$ cat src/rtl/mips_fetch_unit_pkg.sv
// ============================================================================
// Module : mips_fetch_unit_pkg
// Brief  : Shared types and constants for the MIPS fetch stage.
// Rev    : 1.0  initial release
// ============================================================================
`default_nettype none

package mips_fetch_unit_pkg;

  typedef enum logic [5:0] {
    Rtype = 6'h00,
    JUMP  = 6'h02,
    BEQ   = 6'h04,
    ADDI  = 6'h08,
    SUBI  = 6'h09,
    LW    = 6'h23,
    SW    = 6'h2B
  } op_code;

  typedef enum logic [5:0] {
    SLL_f = 6'h00,
    ADD_f = 6'h20,
    SUB_f = 6'h22,
    AND_f = 6'h24,
    OR_f  = 6'h25,
    SLT_f = 6'h2A
  } func_code;

  typedef logic [4:0]  RegInBits;
  typedef logic [4:0]  saBits;
  typedef logic [15:0] ImmBits;

  typedef enum logic [1:0] {
    IDLE = 2'd0,
    RUN  = 2'd1,
    HALT = 2'd2
  } fetch_state_t;

  localparam logic [31:0] c_HALT_WORD = 32'hFFFF_FFFF;

endpackage

`default_nettype wire

$ cat src/rtl/mips_fetch_unit_if.sv
// ============================================================================
// Module : mips_fetch_unit_if
// Brief  : Loader/core-facing bus of the fetch stage (master = host side).
// Rev    : 1.0  initial release
// ============================================================================
`default_nettype none

interface mips_fetch_unit_if
  import mips_fetch_unit_pkg::*;
#(
  parameter int N        = 32,
  parameter int Pb       = 32,
  parameter int IM_DEPTH = 64
) ();

  logic                        start;
  logic                        stall;
  logic [Pb-1:0]               nxt_pc;
  logic                        prog_we;
  logic [$clog2(IM_DEPTH)-1:0] prog_addr;
  logic [N-1:0]                prog_data;

  logic [Pb-1:0]               PC;
  op_code                      op;
  RegInBits                    rs;
  RegInBits                    rt;
  RegInBits                    rd;
  saBits                       sa;
  func_code                    func;
  ImmBits                      Imm;
  logic                        instr_valid;
  logic                        halted;
  logic                        fault;
  logic [Pb-1:0]               retired;

  modport master (
    output start, stall, nxt_pc, prog_we, prog_addr, prog_data,
    input  PC, op, rs, rt, rd, sa, func, Imm, instr_valid, halted, fault, retired
  );

  modport slave (
    input  start, stall, nxt_pc, prog_we, prog_addr, prog_data,
    output PC, op, rs, rt, rd, sa, func, Imm, instr_valid, halted, fault, retired
  );

endinterface

`default_nettype wire

$ cat src/rtl/mips_fetch_unit_imem.sv
// ============================================================================
// Module : mips_imem
// Brief  : Word-addressed instruction memory, one write port, async read.
// Rev    : 1.0  initial release
// ============================================================================
`default_nettype none

module mips_imem #(
  parameter int N        = 32,
  parameter int IM_DEPTH = 64
) (
  input  wire logic                        clk,
  input  wire logic                        we,
  input  wire logic [$clog2(IM_DEPTH)-1:0] waddr,
  input  wire logic [N-1:0]                wdata,
  input  wire logic [$clog2(IM_DEPTH)-1:0] raddr,
  output logic      [N-1:0]                rdata
);

  logic [N-1:0] r_mem [IM_DEPTH];

  always_ff @(posedge clk) begin
    if (we) begin
      r_mem[waddr] <= wdata;
    end
  end

  assign rdata = r_mem[raddr];

endmodule

`default_nettype wire

$ cat src/rtl/mips_fetch_unit.sv
// ============================================================================
// Module : mips_fetch_unit
// Brief  : Instruction fetch stage: imem, PC register, run/halt FSM, retire count.
// Rev    : 1.0  initial release
// ============================================================================
`default_nettype none

module mips_fetch_unit
  import mips_fetch_unit_pkg::*;
#(
  parameter int          N         = 32,
  parameter int          Pb        = 32,
  parameter int          IM_DEPTH  = 64,
  parameter int          RESET_PC  = 0,
  parameter logic [31:0] HALT_WORD = c_HALT_WORD
) (
  input wire logic       clk,
  input wire logic       rst,
  mips_fetch_unit_if.slave bus
);

  localparam int c_AW = $clog2(IM_DEPTH);

  fetch_state_t  r_state, w_state_nxt;
  logic [Pb-1:0] r_pc, w_pc_nxt;
  logic [Pb-1:0] r_retired, w_retired_nxt;
  logic          r_fault, w_fault_nxt;
  logic [N-1:0]  w_instr;
  logic          w_run, w_is_halt, w_oob, w_imem_we;

  // Loader writes only land while idle; reset suppresses them outright.
  assign w_imem_we = bus.prog_we && (r_state == IDLE) && !rst;

  mips_imem #(
    .N        (N),
    .IM_DEPTH (IM_DEPTH)
  ) u_imem (
    .clk   (clk),
    .we    (w_imem_we),
    .waddr (bus.prog_addr),
    .wdata (bus.prog_data),
    .raddr (r_pc[c_AW-1:0]),
    .rdata (w_instr)
  );

  assign w_run     = (r_state == RUN);
  assign w_is_halt = (w_instr == HALT_WORD);
  assign w_oob     = (bus.nxt_pc >= Pb'(IM_DEPTH));

  always_comb begin
    w_state_nxt   = r_state;
    w_pc_nxt      = r_pc;
    w_retired_nxt = r_retired;
    w_fault_nxt   = r_fault;
    case (r_state)
      IDLE, HALT: begin
        if (bus.start) begin
          w_state_nxt   = RUN;
          w_pc_nxt      = Pb'(RESET_PC);
          w_retired_nxt = '0;
          w_fault_nxt   = 1'b0;
        end
      end
      RUN: begin
        // Stall masks both the halt word and the range check.
        if (!bus.stall) begin
          if (w_is_halt) begin
            w_state_nxt = HALT;
          end else if (w_oob) begin
            w_state_nxt   = HALT;
            w_fault_nxt   = 1'b1;
            w_retired_nxt = r_retired + 1'b1;
          end else begin
            w_pc_nxt      = bus.nxt_pc;
            w_retired_nxt = r_retired + 1'b1;
          end
        end
      end
      default: w_state_nxt = IDLE;
    endcase
  end

  always_ff @(posedge clk) begin
    if (rst) begin
      r_state   <= IDLE;
      r_pc      <= Pb'(RESET_PC);
      r_retired <= '0;
      r_fault   <= 1'b0;
    end else begin
      r_state   <= w_state_nxt;
      r_pc      <= w_pc_nxt;
      r_retired <= w_retired_nxt;
      r_fault   <= w_fault_nxt;
    end
  end

  assign bus.PC          = r_pc;
  assign bus.retired     = r_retired;
  assign bus.fault       = r_fault;
  assign bus.instr_valid = w_run;
  assign bus.halted      = (r_state == HALT);

  assign bus.op   = w_run ? op_code'(w_instr[31:26])   : Rtype;
  assign bus.rs   = w_run ? w_instr[25:21]             : '0;
  assign bus.rt   = w_run ? w_instr[20:16]             : '0;
  assign bus.rd   = w_run ? w_instr[15:11]             : '0;
  assign bus.sa   = w_run ? w_instr[10:6]              : '0;
  assign bus.func = w_run ? func_code'(w_instr[5:0])   : SLL_f;
  assign bus.Imm  = w_run ? w_instr[15:0]              : '0;

endmodule

`default_nettype wire

$ cat src/flat_wrapper.sv
// flat-port wrapper written by rule: the top's interface ports become plain ports
module mips_fetch_unit_flat import mips_fetch_unit_pkg::*;
#(
  parameter int          N         = 32,
  parameter int          Pb        = 32,
  parameter int          IM_DEPTH  = 64,
  parameter int          RESET_PC  = 0,
  parameter logic [31:0] HALT_WORD = c_HALT_WORD
)
  (clk, rst, bus_start, bus_stall, bus_nxt_pc, bus_prog_we, bus_prog_addr, bus_prog_data, bus_PC, bus_op, bus_rs, bus_rt, bus_rd, bus_sa, bus_func, bus_Imm, bus_instr_valid, bus_halted, bus_fault, bus_retired);
  mips_fetch_unit_if #(.N(N), .Pb(Pb), .IM_DEPTH(IM_DEPTH)) bus_i ();
  input wire logic clk;
  input wire logic rst;
  input wire logic [$bits(bus_i.start)-1:0] bus_start;
  input wire logic [$bits(bus_i.stall)-1:0] bus_stall;
  input wire logic [$bits(bus_i.nxt_pc)-1:0] bus_nxt_pc;
  input wire logic [$bits(bus_i.prog_we)-1:0] bus_prog_we;
  input wire logic [$bits(bus_i.prog_addr)-1:0] bus_prog_addr;
  input wire logic [$bits(bus_i.prog_data)-1:0] bus_prog_data;
  output wire logic [$bits(bus_i.PC)-1:0] bus_PC;
  output wire logic [$bits(bus_i.op)-1:0] bus_op;
  output wire logic [$bits(bus_i.rs)-1:0] bus_rs;
  output wire logic [$bits(bus_i.rt)-1:0] bus_rt;
  output wire logic [$bits(bus_i.rd)-1:0] bus_rd;
  output wire logic [$bits(bus_i.sa)-1:0] bus_sa;
  output wire logic [$bits(bus_i.func)-1:0] bus_func;
  output wire logic [$bits(bus_i.Imm)-1:0] bus_Imm;
  output wire logic [$bits(bus_i.instr_valid)-1:0] bus_instr_valid;
  output wire logic [$bits(bus_i.halted)-1:0] bus_halted;
  output wire logic [$bits(bus_i.fault)-1:0] bus_fault;
  output wire logic [$bits(bus_i.retired)-1:0] bus_retired;
  assign bus_i.start = bus_start;
  assign bus_i.stall = bus_stall;
  assign bus_i.nxt_pc = bus_nxt_pc;
  assign bus_i.prog_we = bus_prog_we;
  assign bus_i.prog_addr = bus_prog_addr;
  assign bus_i.prog_data = bus_prog_data;
  assign bus_PC = bus_i.PC;
  assign bus_op = bus_i.op;
  assign bus_rs = bus_i.rs;
  assign bus_rt = bus_i.rt;
  assign bus_rd = bus_i.rd;
  assign bus_sa = bus_i.sa;
  assign bus_func = bus_i.func;
  assign bus_Imm = bus_i.Imm;
  assign bus_instr_valid = bus_i.instr_valid;
  assign bus_halted = bus_i.halted;
  assign bus_fault = bus_i.fault;
  assign bus_retired = bus_i.retired;
  mips_fetch_unit #(.N(N), .Pb(Pb), .IM_DEPTH(IM_DEPTH), .RESET_PC(RESET_PC), .HALT_WORD(HALT_WORD)) u_core (.clk(clk), .rst(rst), .bus(bus_i));
endmodule
$ cat config.mk
export PLATFORM = sky130hd
export DESIGN_NAME = mips_fetch_unit_flat
export DESIGN_NICKNAME = d
export VERILOG_FILES = /design/src/rtl/mips_fetch_unit_pkg.sv /design/src/rtl/mips_fetch_unit_if.sv /design/src/rtl/mips_fetch_unit_imem.sv /design/src/rtl/mips_fetch_unit.sv /design/src/flat_wrapper.sv
export SDC_FILE = /design/constraint.sdc
export NUM_CORES = 2
export LEC_CHECK = 0
export CAP_MARGIN = 10
export CORE_ASPECT_RATIO = 1.5
export CORE_MARGIN = 1
export CORE_UTILIZATION = 50
export DETAILED_ROUTE_END_ITERATION = 16
export PLACE_DENSITY = 0.66
export SLEW_MARGIN = 25
export SYNTH_ARGS = -nofsm -noshare
export SYNTH_HDL_FRONTEND = slang
export SYNTH_SLANG_ARGS = --single-unit
$ cat constraint.sdc
create_clock -name clk -period 9.8 [get_ports clk]
set_input_delay 1.96 -clock clk [delete_from_list [all_inputs] [get_ports clk]]
set_output_delay 1.96 -clock clk [all_outputs]
set_load 0.005 [all_outputs]
* Yosys cells after proc, flatten, opt, wreduce, memory -nomap -nowiden
Memories as Yosys holds them, arrays and structs flattened. A register that Yosys moved wholly into a read port is not among the register bits. Index checks and enable logic that the tools add are counted.
Operators by class: multiplexer cells 29, order comparisons 1, reductions and logical operators 10, equal/unequal tests 9, add/subtract/negate cells 1
Operators with widths (count):
- $mux W32 | 6
- $pmux W32 S2 | 2
- $add A32 B1 Y32 const B | 1
- $eq A32 B32 Y1 const B | 1
- $ge A32 B7 Y1 const B | 1
- $mux W6 | 4
- $mux W5 | 4
- $mux W16 | 1
- $ne A2 B2 Y1 const B | 5
- $reduce_and A5 Y1 | 2
- $mux W2 | 4
- $mux W1 | 6
- $pmux W2 S2 | 1
- $reduce_and A4 Y1 | 1
- $ne A3 B3 Y1 const B | 1
- $reduce_and A3 Y1 | 1
- $eq A2 B1 Y1 const B | 1
- $eq A2 B2 Y1 const B | 1
- $logic_and A1 B1 Y1 | 2
- $logic_not A2 Y1 | 1
- $pmux W1 S2 | 1
- $reduce_bool A2 Y1 | 1
- $reduce_or A2 Y1 | 1
- $logic_not A1 Y1 | 1
Word-level totals: output and inout port bits 115, bits in writable memories 2048, memories kept 1, register bits after elaboration 67, input bits 75
Memories:
- u_core.u_imem.r_mem | depth 64, width 32, rd ports 1, clocked after Yosys merged registers in 1, wr ports 1, line mips_fetch_unit_imem.sv:20 | logic [N-1:0] r_mem [IM_DEPTH];

* Longest topological paths before layout
depth in word-level cells 7, depth in mapped cells 20, mapped depth without buffers 11

* Hierarchy
Synthesis repeated with hierarchy kept, for this count alone.
Unflattened totals: cells, all modules 3673, area, all modules 81171.6 µm²
Modules (own cells, without submodules):
- mips_imem | times used 1, sequential area each 61499.0 µm², cells an instance 3292, area each 77874.7 µm²
- mips_fetch_unit | times used 1, sequential area each 1341.3 µm², cells an instance 381, area each 3296.9 µm²

* Worst setup path after synthesis
Ideal clock, no wire load.
path kind input to register, start input rst, end memory u_core.u_imem.r_mem[31][0], enable pin, arrival time 4.355 ns, setup slack 5.024 ns, required time 9.379 ns, stages on the path 5, path through inv_1 -> nand2_1 -> nor4b_1 -> nand3_1 -> nor2_1
Between the ends: longest elaborated chain between the ends 4
RTL lines:
- start, declared | line flat_wrapper.sv:13 | input wire logic rst;
- $logic_not A1 Y1 | line mips_fetch_unit.sv:32 | assign w_imem_we = bus.prog_we && (r_state == IDLE) && !rst;
- $logic_and A1 B1 Y1 | line mips_fetch_unit.sv:32
- $mux W1 | line mips_fetch_unit_imem.sv:23 | if (we) begin
- $mux W1 (implied by the code) | line mips_fetch_unit_imem.sv:24 | r_mem[waddr] <= wdata;
- end, declared | line mips_fetch_unit_imem.sv:20
No other way between the ends.

==> impl_metrics.env <==
export IMPL_post_dp_hpwl_um=139000
export IMPL_crit_type="reg2out"
export IMPL_synth_top_area_share_pct=74.4
export IMPL_rsz0062_at_grt="false"
export IMPL_fin_crit_sh_pct=76.1
export IMPL_synth_yosys_warnings=0
export IMPL_wl_um=239000
export IMPL_grt_ovfl_total=0
export IMPL_cp_data_arrival_time_ps=5490
export IMPL_num_nets_final=4421
export IMPL_setup_viol=0
export IMPL_post_cts_resized=0
export IMPL_grt_pass1_vias=43365
export IMPL_synth_flop_cell="edfxtp_1"
export IMPL_ys_seq_area_share_pct=76.2
export IMPL_place_congestion=0.912
export IMPL_drtPass1Iterations=6
export IMPL_netlist_area_um2=82600
export IMPL_worst_clock_skew_ps=40.3
export IMPL_track_usage_pct=28.6
export IMPL_drive_gt1_share_pct=22.4
export IMPL_status="complete, no violations"
export IMPL_num_rows=182
export IMPL_ir_drop_mv=0.142
export IMPL_synthSimpleGateAreaFrac_pct=3.39
export IMPL_cts_hold_buf=0
export IMPL_cts_buffer_depth=3
export IMPL_synth_net_count=4130
export IMPL_slew_viol_final=0
export IMPL_wl_per_cell_um=36.1
export IMPL_power_density_nw_per_um2=188
export IMPL_cts_setup_buffers=0
export IMPL_ctsRootBufferMaster="clkbuf_16"
export IMPL_relSlewSlack_pct=23.3
export IMPL_critPathCaptureType="output port"
export IMPL_num_vias=43896
export IMPL_synth_edff_count=2048
export IMPL_yosysTopAreaCell="edfxtp_1"
export IMPL_yosys_area_share_xor_xnor_pct=0
export IMPL_min_period_ps=7450
export IMPL_numCtsBuffers=180
export IMPL_tightest_slew_ps=1150
export IMPL_start_util_pct=50.4
export IMPL_htree_levels=4
export IMPL_die_x_um=334
export IMPL_ys_ff_latch=2121
export IMPL_grt_first_pass_wirelength_um=332000
export IMPL_coreArea_um2=164000
export IMPL_synth_compound_area_share_pct=3.58
export IMPL_synth_common_cells="edfxtp_1 (2048), mux4_2 (420), mux2i_1 (243), nor2_1 (140), nand2_1 (130)"
export IMPL_dieArea_um2=167000
export IMPL_worstSkewPairLatency_ps=840
export IMPL_drt_iter0_markers=6478
export IMPL_clkSlewWorstSetupHoldPaths_ps=60
export IMPL_dieHeight_um=500
export IMPL_hold_viol=0
export IMPL_netlist_instances=4054
export IMPL_finalSetupTns_ps=0
export IMPL_cp_required_ps=7840
export IMPL_grt_max_degree=113
export IMPL_async_reset_ff_share_pct=0
export IMPL_via_per_inst=6.63
export IMPL_hold_class="reg2reg"
export IMPL_muxShareOfSynthArea_pct=14.7
export IMPL_fmax_ghz=0.134
export IMPL_dp_cells=6279
export IMPL_synthAdderAreaFrac_pct=0.0151
export IMPL_io_buffers=189
export IMPL_startpoint_type="flip-flop"
export IMPL_cts_tree="done"
export IMPL_syn_to_final_growth_pct=12.8
export IMPL_ant_nets=0
export IMPL_syn_area_per_cell_um2=20.4
export IMPL_yosysMostFrequentCell="edfxtp_1"
export IMPL_synth_cell_types=78
export IMPL_path_max_fanout=99
export IMPL_max_cap_viol_count=0
export IMPL_cts_sinks=2121
export IMPL_synth_top_family_by_area="multiplexers"
export IMPL_ios=190
export IMPL_p_leak_nw=28.1
export IMPL_drcViolationCount=0
export IMPL_hold_start="u_core.bus.PC[29]"
export IMPL_synthTopCellsByArea="edfxtp_1 (74%), mux4_2 (11%), mux2i_1 (2.9%)"
export IMPL_antenna_found_initial=14
export IMPL_final_cells=6620
## routing by layer
| metal | global-route usage (%) | vias up | share of wire [%] |
|---|---|---|---|
| li1 | - | 17435 | - |
| met1 | 37.4 | 23048 | 36 |
| met2 | 47.1 | 2864 | 49 |
| met3 | 5.18 | 543 | 9.8 |
| met4 | 12.7 | 6 | 4.9 |
| met5 | 0 | - | 0.018 |
## critical path, cell delays in order (launching register included)
cell and delay, ps:
dfxtp_4 970, buf_12 550, mux4_2 610, mux2i_1 450
o21ai_0 430, nor4_2 670, nor2_1 160, clkdlybuf4s50_1 510
## cell usage in the layout (no fill, tap or decap), types with 11 or more instances in the layout
cell type           n
nor2_4             65
o221ai_1           12
a21oi_1            66
o22ai_1            52
mux2_2             23
mux4_2            420
dfxtp_1            68
mux2i_1           243
nand4_1            23
a221oi_1           22
and3_1             11
clkbuf_16         183
buf_12             12
nand2_1           130
nor2_1             72
buf_2              22
clkdlybuf4s50_1   157
a31oi_1            26
nor2b_1            16
nor4_1             22
inv_1              16
a22oi_1            98
a32o_1             14
buf_4             164
clkinv_2           44
nand3_1            81
bufinv_16          19
edfxtp_1         2048
o211ai_1           14
and2_1             47
clkbuf_1           32
o21ai_0            34
nor3_1             32
clkinv_1           39
## layout make-up
cell class	instances	area (µm²)
Inverter	18	71.3
Sequential cell	2121	63000
Clock buffer	215	4700
Fill cell	11940	70700
Timing Repair Buffer	355	3150
Tap cell	2116	2650
Antenna cell	5	12.5
Clock inverter	121	1210
Multi-Input combinational cell	1669	18500
## registers in the layout, summed over array words and instances, names as in the netlist, named ones only
name and cells:
u_core.u_imem.r_mem 2048, u_core.bus.retired 32, u_core.bus.fault 1, u_core.r_state 2, u_core.bus.PC 32
## cell families (layout without fill, tap and decap cells)
kind of cell,after synthesis,count (layout)
AO/OA/AOI/OAI,417,417
adder cells (fa/ha/maj),1,1
buffers and inverters,264,709
flip-flops,2121,2121
multiplexers,686,686
other,0,5
AND/OR/NAND/NOR,565,565
## final timing paths
check / endpoint / slack [ps] / depth (start not counted)
max: bus_rs[1] / 2350 / 7
min: u_core.bus.PC[29] / 460 / 1
max reg2reg: flip-flop / 3570 / 13
min reg2reg: u_core.bus.PC[29] / 460 / 1
## through the flow
step | hold slack (ps) | setup WS, ps | power, mW | instance area [µm²] | utilization (%)
after floorplan | 455 | 5020 | 10.2 | 82600 | -
after global placement | 442 | 3270 | 10.4 | 87200 | 53.2
after detailed placement | 444 | 3310 | 10.4 | 87300 | 53.2
after CTS | 462 | 2420 | 17.5 | 93200 | 56.8
after global routing | 471 | 2270 | 17.9 | 93200 | 56.9
final | 457 | 2350 | 17.5 | 93200 | 56.9
## power by group
part           total, mW  leakage, nW  internal (mW)  switching (mW)
registers           9.95         19.0           9.94         0.00477
logic              0.294         6.18         0.0593           0.235
clock network       7.24         2.90           3.95            3.29
Power figures use the tool's default switching activity.
